File: src/rtl/int_ctrl.sv
// int_ctrl: five-source interrupt controller for the SM83 sequencer.
// Latches rising edges of the request lines into IF, masks them with IE,
// resolves priority on acknowledge and serves IF (FF0F) / IE (FFFF).
module int_ctrl (
  input  logic       i_clk,
  input  logic       i_reset,
  input  logic [4:0] i_irq_in,
  input  logic       i_sel_io,
  input  logic [7:0] i_addr,
  input  logic       i_rd,
  input  logic       i_wr,
  input  logic [7:0] i_din,
  output logic [7:0] o_dout,
  output logic       o_dout_en,
  input  logic       i_int_ack,
  output logic       o_int_req,
  output logic       o_wake,
  output logic [7:0] o_vector
);

  logic [4:0] r_if;
  logic [4:0] r_prev;
  logic [7:0] r_ie;
  logic [7:0] r_vector;
  logic [7:0] r_dout;
  logic       r_dout_en;

  logic [4:0] w_edge;
  logic       w_hit_if;
  logic       w_hit_ie;
  logic [4:0] w_pending;
  logic [4:0] w_ack_mask;
  logic [7:0] w_ack_vec;
  logic [4:0] w_if_base;
  logic [4:0] w_if_next;

  assign w_edge    = i_irq_in & ~r_prev;
  assign w_hit_if  = i_sel_io & (i_addr == 8'h0F);
  assign w_hit_ie  = i_sel_io & (i_addr == 8'hFF);
  assign w_pending = r_if & r_ie[4:0];

  // Priority encode: scan high to low so the lowest pending index wins.
  // With nothing pending the dispatch is cancelled (mask 0, vector 0x00).
  always_comb begin
    w_ack_mask = 5'b00000;
    w_ack_vec  = 8'h00;
    for (int i = 4; i >= 0; i--) begin
      if (w_pending[i]) begin
        w_ack_mask = 5'(1 << i);
        w_ack_vec  = 8'h40 | {2'b00, 3'(i), 3'b000};
      end
    end
  end

  // IF next state: write replaces, acknowledge clears the serviced bit,
  // and a fresh edge overrides both so no request is ever lost.
  always_comb begin
    w_if_base = (i_wr & w_hit_if) ? i_din[4:0] : r_if;
    if (i_int_ack) begin
      w_if_base = w_if_base & ~w_ack_mask;
    end
    w_if_next = w_if_base | w_edge;
  end

  // Request-line history, flag/enable registers and dispatch vector.
  always_ff @(posedge i_clk or posedge i_reset) begin
    if (i_reset) begin
      r_prev   <= 5'b00000;
      r_if     <= 5'b00000;
      r_ie     <= 8'h00;
      r_vector <= 8'h00;
    end else begin
      r_prev <= i_irq_in;
      r_if   <= w_if_next;
      if (i_wr & w_hit_ie) begin
        r_ie <= i_din;
      end
      if (i_int_ack) begin
        r_vector <= w_ack_vec;
      end
    end
  end

  // Registered read port; returns pre-write register contents.
  always_ff @(posedge i_clk or posedge i_reset) begin
    if (i_reset) begin
      r_dout    <= 8'h00;
      r_dout_en <= 1'b0;
    end else if (i_rd & w_hit_if) begin
      r_dout    <= {3'b111, r_if};
      r_dout_en <= 1'b1;
    end else if (i_rd & w_hit_ie) begin
      r_dout    <= r_ie;
      r_dout_en <= 1'b1;
    end else begin
      r_dout    <= 8'h00;
      r_dout_en <= 1'b0;
    end
  end

  assign o_dout    = r_dout;
  assign o_dout_en = r_dout_en;
  assign o_vector  = r_vector;
  assign o_int_req = |w_pending;
  assign o_wake    = |w_pending;

endmodule

File: config.mk
export PLATFORM = sky130hd
export DESIGN_NAME = int_ctrl
export DESIGN_NICKNAME = d
export VERILOG_FILES = /design/src/rtl/int_ctrl.sv
export SDC_FILE = /design/constraint.sdc
export NUM_CORES = 1
export LEC_CHECK = 0
export CORE_MARGIN = 2
export CORE_UTILIZATION = 59
export CTS_BUF_LIST = sky130_fd_sc_hd__clkbuf_8
export DETAILED_ROUTE_END_ITERATION = 8
export DONT_BUFFER_PORTS = 1
export HOLD_SLACK_MARGIN = 0.03
export PLACE_DENSITY = 0.74
export SETUP_SLACK_MARGIN = 0.4
export SLEW_MARGIN = 20
export SYNTH_ARGS = -nofsm -noshare
export SYNTH_HDL_FRONTEND = slang
export SYNTH_SLANG_ARGS = --single-unit
export TNS_END_PERCENT = 100
File: constraint.sdc
create_clock -name i_clk -period 1.3 [get_ports i_clk]
set_input_delay 0.13 -clock i_clk [delete_from_list [all_inputs] [get_ports i_clk]]
set_output_delay 0.13 -clock i_clk [all_outputs]
set_load 0.05 [all_outputs]
==> impl_summary.txt <==
----------------------------------------------------
[Run status]
  Run status ... finished with violations
  Violations in the final reports ... setup timing

[Die]
  Core region area ... 2150 µm²
  Horizontal die dimension ... 51.0 µm
  Full die area ... 2600 µm²
  Number of top-level pins ... 46
  Height of the chip ... 51.0 µm
  Initial cell density of the core ... 60.6%
  Row count ... 17

[STA]
  Max-slew violation total from the final report ... 0
  Maximum operating frequency ... 693 MHz
  Shortest period the worst path allows ... 1440 ps
  Setup repair after global routing missed its margin ... true
  Fin. Hold Viols ... 0
  # setup viols final ... 3
  Ratio of final minimum period to clock period ... 111%
  Setup skew after layout ... 10.4 ps
  Final worst-path setup slack ... -144 ps

[Pwr]
  Pwr/cell area ... 1080 nW/µm²
  Reported net switching power ... 590 µW
  Total chip power ... 2.13 mW
  Gate power share ... 15.1%
  Switching share of total power ... 27.7%
  Static leakage ... 0.860 nW
  Internal ... 1.54 mW
  VDD IR max ... 0.00110 V
  Portion of total power attributed to the clock network ... 36.4%
  Reg power frac ... 48.5%

[Logic synthesis]
  Mapped Avg Cell Area ... 12.4 µm²
  Post-synthesis register bit count ... 31
  Number of distinct library cell variants in the gate-level netlist after synthesis ... 25
  Number of warnings issued by yosys ... 0
  Sequential element share of the synthesized area ... 59.6%
  Synthesized cell area ... 1300 µm²
  Synthesized instance count ... 105

[Place]
  Count of port buffers added during placement ... 0
  Final HPWL from detailed placement ... 1930 µm
  Post-place instance area ... 1450 µm²
  Global placer's final weighted congestion ... 0.805

[Detailed routing]
  Overall routed net length ... 4420 µm
  Antenna-violating nets left ... 0
  Vias post-DR ... 1127
  Violation count after the first detailed-route iteration ... 55
  Drt wl/cell ... 24.8 µm
  Vias per cell ... 6.33
  Number of detailed-route iterations in the first pass ... 4
  Count of unresolved DRC violations after routing ... 0

[Cells and area]
  Final instance area ... 1970 µm²
  # nets final ... 177
  Share of final-layout standard cells stronger than drive strength 1 ... 52.0%
  P&R area growth vs syn ... 51.0%
  Antenna diode count ... 0
  Filler cell count in the final layout ... 76
  FF/Latch Area ... 790 µm²
  Area of the multi-input gates ... 623 µm²

[Critical path]
  Critical Path RT ... 1170 ps
  Setup slack on the worst flop-to-flop path ... -20 ps
  Arrival time of the worst setup path ... 1310 ps
  Startpoint kind of the worst setup timing path ... register
  Critical path capture point type ... primary output
  Setup CP Type ... register to primary output
  Largest fanout on the critical path ... 4

[Clock network]
  Clock buffers created by TritonCTS ... 5
  Clock Tree Root ... clkbuf_8
  H-tree depth ... 2
  Reg clk slew, reported paths ... 70 ps
  Bufs on Longest Clock Path ... 2
  Clock tree from TritonCTS ... yes
  Clock latency on the worst-skew pair ... 290 ps
  CTS sink cnt ... 31

[Global routing]
  Vias in the first global route ... 1093
  Final global-route overflow total ... 0
  Number of antenna violations at the first check in global routing ... 0
  Global-route wire length before repair ... 5670 µm
  Pin count of the biggest net entering global routing ... 16
  GR Util All Layers ... 32.2%

[Run]
  Maximum Capacitance Violations ... 0

[Worst hold path]
  Class of the tightest hold or removal check ... input port to register

----------------------------------------------------
-- registers in the layout, summed over array words and instances, names as in the netlist --
register and cells:
r_prev 5, o_vector 4, r_if 5, o_dout_en 1, o_dout 8, r_ie 8
-- worst max-delay path, cell delays in order, from the launching register on --
cell	delay, ps
dfrtp_2	460
a22oi_2	250
nand3_4	120
buf_8	190
-- Yosys cell counts (all sizes together) --
library cell	number	area, µm²
o22ai	6	56.3
nand4	4	25.0
a21boi	1	7.51
or2	1	6.26
dfrtp	31	776
o21a	3	22.5
mux2i	3	30.0
nor3	2	26.3
a22oi	2	15.0
mux2	10	113
nor4	1	6.26
inv	8	30.0
nor2	5	18.8
nand3	5	25.0
a21oi	1	5.00
clkbuf	1	3.75
nand2	7	26.3
buf	5	37.5
or4	1	11.3
a22o	5	43.8
conb	1	3.75
o221ai	1	8.76
o21ai	1	5.00
-- power by group through the flow --
stage                     clock, mW  combinational [mW]  sequential, mW
after global placement            0               0.190            1.04
final                         0.775               0.321            1.03
after floorplan                   0               0.148            1.06
after global routing          0.816               0.334            1.03
after detailed placement          0               0.194            1.04
after CTS                     0.771               0.282            1.03
-- cell usage in the layout (no fill, tap or decap), types with 2 or more instances in the layout --
cell type	netlist	layout
a22o_1	5	5
a22oi_2	0	2
buf_4	5	13
buf_6	0	12
clkbuf_8	0	6
conb_1	1	4
dfrtp_1	31	20
dfrtp_2	0	11
dlygate4sd3_1	0	15
inv_1	8	7
mux2_2	10	3
mux2_4	0	7
mux2i_1	3	3
nand2_1	7	5
nand3_1	5	2
nand3_4	0	3
nand4_1	4	4
nor2_4	0	4
o21a_1	3	3
o22ai_2	3	5
-- repair_timing --
action	in CTS	in global routing
resized for setup	39	15
pin swaps	13	6
endpoints found under the setup margin	40	55
hold endpoints to repair	30	0
setup buffers	6	5
hold buffers	15	0
cloned	0	0
-- cell families after synthesis --
kind of cell / Yosys count / synth area share (%)
flops: 31 / 59.6
mux: 13 / 11.0
compound gates: 20 / 12.6
simple gates: 26 / 11.1
other cells: 1 / 0.288
buf+inv: 14 / 5.48
-- cell type report --
class,instances,share of cell area (%)
clock inverters,1,0.254
multi-input cells,63,31.7
flip-flops and latches,31,40.1
repair buffers,41,20.2
inverters,8,1.72
well taps,28,1.78
clock buffers,6,4.20
-- worst paths after layout --
path	start	endpoint	depth (start not counted)
setup / recovery	r_ie[0]	o_int_req	3
hold / removal	i_din[0]	r_if[0]	2
setup reg to reg	r_ie[0]	r_if[4]	5
hold reg to reg	r_prev[2]	r_if[2]	1
max in group asynchronous	i_reset	o_dout[2]	3
min in group asynchronous	i_reset	r_prev[1]	2
-- per-layer routing --
metal | vias to the layer above | track usage [%] | share of wire [%]
met5 | - | 0 | 0
met4 | 0 | 20.3 | 2.4
met3 | 14 | 8.77 | 6.3
met2 | 75 | 48.5 | 53
met1 | 578 | 41.3 | 38
li1 | 460 | - | -
-- metrics by stage --
step / worst slack [ps] / util, % / cells / setup TNS, ps / hold WS (ps)
floorplan: -57.5 / - / 108 / -188 / 161
global placement: -88.7 / 67.3 / 145 / -480 / -5.33
detailed placement: -111 / 67.3 / 145 / -554 / 6.90
CTS: -116 / 86.7 / 173 / -232 / 31.3
global route: -160 / 91.6 / 178 / -452 / 34.7
finish: -144 / 91.6 / 178 / -378 / 36.9
Note: power is estimated with default switching activity, not from simulation.
==> variant: new RTL, config.mk and constraints unchanged <==
Take the reset off `r_if` and load it in a clocked block of its own.
--- a/src/rtl/int_ctrl.sv
+++ b/src/rtl/int_ctrl.sv
@@ -68,3 +68,2 @@
       r_prev   <= 5'b00000;
-      r_if     <= 5'b00000;
       r_ie     <= 8'h00;
@@ -73,3 +72,2 @@
       r_prev <= i_irq_in;
-      r_if   <= w_if_next;
       if (i_wr & w_hit_ie) begin
@@ -81,2 +79,6 @@
     end
+  end
+
+  always_ff @(posedge i_clk) begin
+    r_if <= w_if_next;
   end
Check against the original RTL: not equivalent (a bounded check fails within 4 cycles, from zero or initial values and one cycle with i_reset high).
==> variant against the original RTL <==
The run now fails in global routing (5_1_grt); synthesized cell count did not move; synthesized area fell by 1.9%.
==> variant: results (changes against the original RTL) <==
* Status: aborted with a tool error (was finished, violations left)
* Failing step: global routing (5_1_grt)
* First error: [ERROR DPL-0033] detailed placement checks failed during check placement.
* Largest net degree at the start of global routing at 19
* RD Place Congestion at 0.8290 (was 0.8053)
* Initial antenna violation count at 1
* Synth top area cells: dfrtp_1, mux2_2, dfxtp_1, a22o_1, buf_4 (was dfrtp_1, mux2_2, a22o_1, buf_4, o22ai_2)
* Detailed-placement wirelength estimate at 1.839 mm (was 1.932 mm)
* Yosys cell types at 26 (was 25)
* Worst ep type: output port
* Inserted Clock Buffers at 5 (unchanged)
* Post-synth ARST share at 0.8387 (was 1.000)
* Register bit total from synthesis at 31 (unchanged)
* Crit. endpoint post-GRT repair: o_int_req
* Port Buffers at 0 (unchanged)
* Seq/Total Area, Yosys at 0.5877 (was 0.5956)
* H-tree depth at 2 (unchanged)
* List of most frequent post-synthesis cells: dfrtp_1, mux2_2, inv_1 (unchanged)
* CTS max path bufs at 2 (unchanged)
* Synth warn at 0 (unchanged)
* Root buffer selected by CTS: clkbuf_8 (unchanged)
-- variant: cells by family after synthesis --
group	after synthesis	share of synthesized area
compound gates	20	0.1283
buf+inv	14	0.05583
flops	31	0.5877
mux	13	0.1117
other cells	1	0.002935
simple gates	26	0.1136
-- variant: timing repair --
| action | CTS |
|---|---|
| cloned | 0 |
| endpoints found under the setup margin | 38 |
| hold buffers | 15 |
| gates resized for setup | 37 |
| hold endpoints to repair | 47 |
| pin swaps | 22 |
| setup buffers | 6 |
-- variant: per-stage QoR --
stage                 util  instances  cell area [um^2]  hold WS, ps  setup WS (ps)
CTS                 0.9144        170              1831        35.03         -97.17
global placement    0.7044        141              1410        6.670         -68.34
detailed placement  0.7044        141              1410        14.07         -88.78
floorplan                -        108              1319        161.4         -52.26
